===== src/rtl/fir_coeff_axi_wr.sv =====
// AXI4-Lite write responder for the 2D FIR coefficient bank: CPU writes go to a shadow bank,
// and a CTRL commit copies it to the active bank on the next frame start. Optional FIR_COEFF_WSTRB_EN honours byte strobes.
module fir_coeff_axi_wr #(
   parameter int unsigned ADDR_BITS = 10,
   parameter int unsigned NUM_COEF  = 25,
   parameter int unsigned COEF_W    = 16,
   parameter logic [COEF_W-1:0] CENTER_RST = COEF_W'(16'h0100)
) (
   input  logic                         clk,
   input  logic                         rst,
   input  logic [31:0]                  s_axi_awaddr,
   input  logic                         s_axi_awvalid,
   output logic                         s_axi_awready,
   input  logic [31:0]                  s_axi_wdata,
   input  logic [3:0]                   s_axi_wstrb,
   input  logic                         s_axi_wvalid,
   output logic                         s_axi_wready,
   output logic [1:0]                   s_axi_bresp,
   output logic                         s_axi_bvalid,
   input  logic                         s_axi_bready,
   input  logic                         vs_i,
   output logic [NUM_COEF*COEF_W-1:0]   coeff_o,
   output logic                         coeff_update_o,
   output logic                         commit_pending_o
);

   localparam int unsigned IDX_W = ADDR_BITS - 2;
   localparam int unsigned NB    = COEF_W / 8;
   localparam logic [IDX_W-1:0] CTRL_IDX = IDX_W'(NUM_COEF);
   localparam logic [1:0] RESP_OKAY   = 2'b00;
   localparam logic [1:0] RESP_SLVERR = 2'b10;

   typedef enum logic [1:0] {IDLE, WRITE, RESP} state_t;

   state_t state, state_n;

   logic              aw_full, aw_full_n;
   logic              w_full, w_full_n;
   logic [IDX_W-1:0]  aw_idx;
   logic [COEF_W-1:0] w_data;
   logic [3:0]        w_strb;
   logic              awready_n, wready_n, bvalid_n;
   logic [1:0]        bresp_n;
   logic              aw_hs, w_hs;
   logic              do_write, is_coef, is_ctrl, ctrl_set;
   logic              vs_q, vs_rise, commit_fire;
   logic [NB-1:0]     lane_en;
   logic              unused_bits;

   logic [NUM_COEF-1:0][COEF_W-1:0] shadow;
   logic [NUM_COEF-1:0][COEF_W-1:0] active;

   assign aw_hs    = s_axi_awvalid && s_axi_awready;
   assign w_hs     = s_axi_wvalid && s_axi_wready;
   assign do_write = (state == WRITE);
   assign is_coef  = (aw_idx < CTRL_IDX);
   assign is_ctrl  = (aw_idx == CTRL_IDX);
   assign vs_rise  = vs_i && !vs_q;
   // A CTRL write landing on a frame edge arms the commit for the following edge instead.
   assign commit_fire = vs_rise && commit_pending_o && !ctrl_set;
   assign coeff_o  = active;

`ifdef FIR_COEFF_WSTRB_EN
   assign lane_en  = w_strb[NB-1:0];
   assign ctrl_set = do_write && is_ctrl && w_data[0] && w_strb[0];
   assign unused_bits = ^{s_axi_awaddr[31:ADDR_BITS], s_axi_awaddr[1:0],
                          s_axi_wdata[31:COEF_W], w_strb[3:NB]};
`else
   assign lane_en  = '1;
   assign ctrl_set = do_write && is_ctrl && w_data[0];
   assign unused_bits = ^{s_axi_awaddr[31:ADDR_BITS], s_axi_awaddr[1:0],
                          s_axi_wdata[31:COEF_W], w_strb};
`endif

   // State register
   always_ff @(posedge clk) begin
      if (rst) state <= IDLE;
      else     state <= state_n;
   end

   // Next state, buffer occupancy and registered handshake outputs
   always_comb begin
      state_n   = state;
      aw_full_n = aw_full;
      w_full_n  = w_full;
      bresp_n   = s_axi_bresp;
      case (state)
         IDLE: begin
            if (aw_hs) aw_full_n = 1'b1;
            if (w_hs)  w_full_n  = 1'b1;
            if (aw_full && w_full) state_n = WRITE;
         end
         WRITE: begin
            aw_full_n = 1'b0;
            w_full_n  = 1'b0;
            bresp_n   = (is_coef || is_ctrl) ? RESP_OKAY : RESP_SLVERR;
            state_n   = RESP;
         end
         RESP: begin
            if (s_axi_bvalid && s_axi_bready) state_n = IDLE;
         end
         default: state_n = IDLE;
      endcase
      awready_n = (state_n == IDLE) && !aw_full_n;
      wready_n  = (state_n == IDLE) && !w_full_n;
      bvalid_n  = (state_n == RESP);
   end

   always_ff @(posedge clk) begin
      if (rst) begin
         s_axi_awready <= 1'b0;
         s_axi_wready  <= 1'b0;
         s_axi_bvalid  <= 1'b0;
         s_axi_bresp   <= RESP_OKAY;
         aw_full       <= 1'b0;
         w_full        <= 1'b0;
         aw_idx        <= '0;
         w_data        <= '0;
         w_strb        <= '0;
      end else begin
         s_axi_awready <= awready_n;
         s_axi_wready  <= wready_n;
         s_axi_bvalid  <= bvalid_n;
         s_axi_bresp   <= bresp_n;
         aw_full       <= aw_full_n;
         w_full        <= w_full_n;
         if (aw_hs) aw_idx <= s_axi_awaddr[ADDR_BITS-1:2];
         if (w_hs) begin
            w_data <= s_axi_wdata[COEF_W-1:0];
            w_strb <= s_axi_wstrb;
         end
      end
   end

   // Frame-edge detect and commit handshake
   always_ff @(posedge clk) begin
      if (rst) begin
         vs_q             <= 1'b0;
         commit_pending_o <= 1'b0;
         coeff_update_o   <= 1'b0;
      end else begin
         vs_q           <= vs_i;
         coeff_update_o <= commit_fire;
         if (ctrl_set)         commit_pending_o <= 1'b1;
         else if (commit_fire) commit_pending_o <= 1'b0;
      end
   end

   // Coefficient banks; active copies the shadow contents from before any same-cycle write
   always_ff @(posedge clk) begin
      if (rst) begin
         for (int unsigned k = 0; k < NUM_COEF; k++) begin
            shadow[k] <= (k == NUM_COEF / 2) ? CENTER_RST : '0;
            active[k] <= (k == NUM_COEF / 2) ? CENTER_RST : '0;
         end
      end else begin
         if (commit_fire) active <= shadow;
         if (do_write && is_coef) begin
            for (int unsigned k = 0; k < NUM_COEF; k++) begin
               for (int unsigned b = 0; b < NB; b++) begin
                  if (aw_idx == IDX_W'(k) && lane_en[b])
                     shadow[k][8*b +: 8] <= w_data[8*b +: 8];
               end
            end
         end
      end
   end

endmodule


===== config.mk =====
export PLATFORM = sky130hd
export DESIGN_NAME = fir_coeff_axi_wr
export DESIGN_NICKNAME = d
export VERILOG_FILES = /design/src/rtl/fir_coeff_axi_wr.sv
export SDC_FILE = /design/constraint.sdc
export NUM_CORES = 2
export LEC_CHECK = 0
export CAP_MARGIN = 15
export CORE_ASPECT_RATIO = 0.8
export CORE_MARGIN = 2
export CORE_UTILIZATION = 60
export DETAILED_ROUTE_END_ITERATION = 10
export PLACE_DENSITY = 0.86
export SYNTH_ARGS = -nofsm -noshare
export SYNTH_HDL_FRONTEND = slang
export SYNTH_SLANG_ARGS = --single-unit

===== constraint.sdc =====
create_clock -name clk -period 3.4 [get_ports clk]
set_clock_uncertainty 0.05 [all_clocks]
set_input_delay 0.68 -clock clk [delete_from_list [all_inputs] [get_ports clk]]
set_output_delay 0.68 -clock clk [all_outputs]
set_load 0.01 [all_outputs]

# Yosys cells after proc, flatten, opt, wreduce, memory -nomap -nowiden
# Index checks and enable logic that the tools add are counted.
# op_classes
eq_ne,28
n_reduce_logical,46
n_mux,10
n_lt_le_gt_ge,1
# ops
operator,count
$eq A8 B5 Y1 const B,10
$eq A8 B4 Y1 const B,8
$reduce_and A2 Y1,25
$eq A8 B3 Y1 const B,4
$eq A8 B2 Y1 const B,2
$logic_and A1 B1 Y1,12
$eq A8 B1 Y1 const B,1
$logic_not A8 Y1,1
$lt A8 B5 Y1 const B,1
$mux W2,3
$pmux W2 S3,1
$eq A2 B2 Y1 const B,2
$logic_not A1 Y1,4
$logic_not A2 Y1,2
$mux W1,4
$pmux W1 S2,2
$eq A2 B1 Y1 const B,1
$reduce_bool A2 Y1,1
$logic_or A1 B1 Y1,1
# word_totals
output_inout_bits,407
reg_bits,836
inputBits,74

# Depth between registers and ports, before layout
# logic_depth
depth_word,7
depth_mapped,7

# Worst setup path after synthesis
# Ideal clock, no wire load.
# synth_path
path_kind,in2reg
from,input rst
to,register active (netlist bit coeff_o[15])
path_slack_ns,1.343
required_time_ns,3.209
path_buffers,3
setup_ns,0.141
arrival_ns,1.865
stages,6
path_cell_list,clkbuf_1 > inv_2 > clkbuf_1 > nand2_1 > clkbuf_1 > o221ai_1
# synth_rtl
item,line,text
start: declaration,10,"input logic rst,"
end signal: indexed assignment,154,active[k] <= (k == NUM_COEF / 2) ? CENTER_RST : '0;
end signal: assignment,157,if (commit_fire) active <= shadow;
end: declaration,51,logic [NUM_COEF-1:0][COEF_W-1:0] active;

# Worst setup path after layout
# layout_path
from,register state[1]
to,register shadow[384] in the netlist's numbering
# layout_via
elab_chain_len,3
# layout_rtl
item,line,text
start: declaration,35,"state_t state, state_n;"
start signal: assignment,78,else state <= state_n;
$eq A2 B1 Y1,55,assign do_write = (state == WRITE);
$logic_and A1 B1 Y1,158,if (do_write && is_coef) begin
$reduce_and A2 Y1 (no source line),--,
end signal: indexed assignment,153,shadow[k] <= (k == NUM_COEF / 2) ? CENTER_RST : '0;
end signal: indexed assignment,162,shadow[k][8*b +: 8] <= w_data[8*b +: 8];
end: declaration,50,logic [NUM_COEF-1:0][COEF_W-1:0] shadow;
# No other way between the ends.
# A chain may end at the register's enable or synchronous reset.

==> metrics.cfg <==
[outcome]
status=completed

[yosys]
synth_xor_area_share_pct=0
synth_cells=4268
syn-cell-area_um2=37800
synthesis.nets=4342
synth_top_family_by_area=simple AND/OR/NAND/NOR gates
yosys.area_share.simple_pct=27.0
synth-compound-area-share_pct=8.58
async_flop_share_pct=0
ys_types=44
ys_seq_elements=835
synth_edf_count=0
synth_fa_ha_area_share_pct=0
yosys_warnings=0
postSynthAreaPerCell_um2=8.86
yosysSeqAreaShare_pct=44.2
synth_ff_type=dfxtp_1
synthMuxAreaShare_pct=10.6

[worst_setup_path]
crit_arrival_ns=3.20
cp_max_fo=149
rrSetupSlack_ns=0.67
rr_startpoint=state[1]
cp.buffers_inverters=1
slowest_stage=nand3_2
required_ns=3.87
crit_chain=and4bb_4, buf_12, nand3_2, mux2i_1
critical-path-top-delay-family=simple AND/OR/NAND/NOR gates
end_kind=register
critPathLaunchType=register
worstSetupPathType=register to register
max_stage_delay_ns=0.75
r2r_cells=4
r2r-end=shadow[384]

[timing]
drv_slew=0
tightest_slew_ns=1.20
final_hold_viol_count=0
fmax_mhz=366
whs_ns=0.227
fin_setup_tns_ns=0
slew_headroom_pct=19.9
post-route-min-period_ns=2.73
finalCritPeriodShare_pct=80.3
setup_viol=0
rsz0062_at_grt=no

[clock_network]
cts_resized=0
cts_tree=yes
postCtsSetupBuffers=0
cts-root-buf=clkbuf_16
cts_hold_buf=0
cts_sinks=835
clock_latency_ns=0.64
cts.clk_slew.worst_paths_ns=0.06
cts_buffers=79
htreeDepth=3
clk_path_buf_depth=3

[routing]
routed_wl_mm=118
drt_iter0_markers=4327
drc_errors=0
detail_route.first_pass.iterations=8
num_vias=34000
drtAntennaViolNets=0
wl_per_cell_um=22.3
viasPerCell=6.43

[power_and_ir_drop]
vdd_drop_max_mv=0.318
power.density_nw_per_um2=438
p_leak_nw=18.2

[floorplanning]
die_h_um=229
die_w_um=285
rows=82
pin_count=481
dieArea_um2=65000
initial_utilization_pct=60.5
core_um2=62500

[global_route]
overflow=0
grt_max_degree=238
grt_pass1_wl_mm=183
track_usage_pct=34.5
grt_pass1_vias=31700
antenna_found_initial=3

[min_path]
worst_hold_path.endpoint=vs_q
hp-class=input pin to register
hold_depth=2
hp-start=rst

[place]
place_hpwl_mm=66.1
place.gp.congestion=0.803
io_buffers=435

[final_layout]
area_growth_pct=18.7
finish.utilization_pct=71.8
nNetsFinal=4455
drive_gt1_share_pct=5.52

[flow_run]
drv_cap=0

-- power breakdown --
| part | switching (mW) | internal (mW) |
|---|---|---|
| Combinational | 0.655 | 0.200 |
| Sequential | 0.0261 | 9.80 |
| Clock | 3.86 | 5.10 |
| Total | 4.54 | 15.1 |
-- cell usage in the layout (no fill, tap or decap), types with 2 or more instances in the layout --
| cell type | count |
|---|---|
| o221ai_1 | 25 |
| clkbuf_16 | 81 |
| clkbuf_1 | 17 |
| buf_4 | 35 |
| nor2_1 | 5 |
| nand2_1 | 443 |
| mux2i_1 | 400 |
| inv_1 | 427 |
| nand4_1 | 400 |
| clkinv_8 | 2 |
| buf_12 | 36 |
| clkbuf_8 | 19 |
| clkdlybuf4s50_1 | 434 |
| nand2_2 | 17 |
| and3_1 | 4 |
| a211oi_1 | 2 |
| and3b_1 | 399 |
| nand3_1 | 385 |
| nand3_4 | 13 |
| nand3_2 | 11 |
| nor2b_1 | 3 |
| a21oi_1 | 26 |
| clkinvlp_4 | 2 |
| clkinv_2 | 10 |
| bufinv_16 | 4 |
| and2_1 | 2 |
| o211ai_1 | 374 |
| diode_2 | 4 |
| dfxtp_1 | 834 |
| inv_6 | 2 |
-- metal layers --
metal / up-vias / track usage (%) / routed length (um)
met5: - / 0 / 11
met4: 2 / 15.9 / 5300
met3: 332 / 6.38 / 11100
met2: 1749 / 53.4 / 53800
met1: 16600 / 46.9 / 47600
li1: 15300 / - / -
-- synthesized netlist by cell type (2+ instances only) --
library cell	instances	area, um2
nor2_1	5	18.8
o221ai_1	25	219
buf_1	6	22.5
nand3_4	13	228
nor2b_1	4	25.0
o211ai_1	374	2810
and3_1	4	25.0
mux2i_1	400	4000
clkbuf_1	335	1260
and3b_1	399	3490
buf_6	9	101
nand3_1	385	1930
nand2_1	460	1730
a21oi_1	26	130
buf_2	112	561
and2_1	2	12.5
nand4_1	400	2500
nand3_2	11	110
dfxtp_1	835	16700
buf_4	12	90.1
inv_1	427	1600
a211oi_1	2	15.0
-- worst max path at each step --
stage	slack, ns	to	from	depth (start not counted)
2_1_floorplan	1.34	coeff_o[15]	rst	6
3_3_place_gp	0.47	coeff_o[150]	vs_i	5
3_5_place_dp	0.40	coeff_o[109]	vs_i	5
4_1_cts	0.74	shadow[384]	state[1]	4
5_1_grt	0.63	shadow[258]	aw_idx[4]	5
6_report	0.67	shadow[384]	state[1]	4
-- area by class of cell --
cell class | count | area [um2]
multi-input combinational | 2531 | 17500
clock inverter | 21 | 244
tap | 840 | 1050
sequential | 835 | 16700
inverter | 428 | 1610
clock buffer | 117 | 2350
antenna | 4 | 10.0
fill | 4371 | 17600
timing repair buffer | 506 | 5340
-- sequential cells by signal (all words and copies together), names as in the netlist --
signal	count
coeff_o	400
shadow	400
w_data	16
aw_idx	8
state	2
aw_full	1
coeff_update_o	1
commit_pending_o	1
s_axi_awready	1
s_axi_bresp	1
s_axi_bvalid	1
s_axi_wready	1
vs_q	1
w_full	1
-- kinds of logic (layout without fill, tap and decap cells) --
| logic type | count (synthesis) | in the layout |
|---|---|---|
| DFF | 835 | 835 |
| buffers and inverters | 902 | 1072 |
| muxes | 400 | 400 |
| other | 1 | 5 |
| and+or+nand+nor | 1695 | 1695 |
| AOI/OAI and AO/OA | 435 | 435 |
-- stage by stage --
step	instances	area, um2	total power, mW	setup WS, ns
2_1_floorplan	4268	37800	10.6	1.34
3_3_place_gp	5140	42300	10.9	0.473
3_5_place_dp	5140	42300	10.9	0.398
4_1_cts	5278	44900	19.6	0.736
5_1_grt	5279	44900	20.1	0.629
6_report	5282	44900	19.6	0.669
Note: power is estimated with default switching activity, not from simulation.
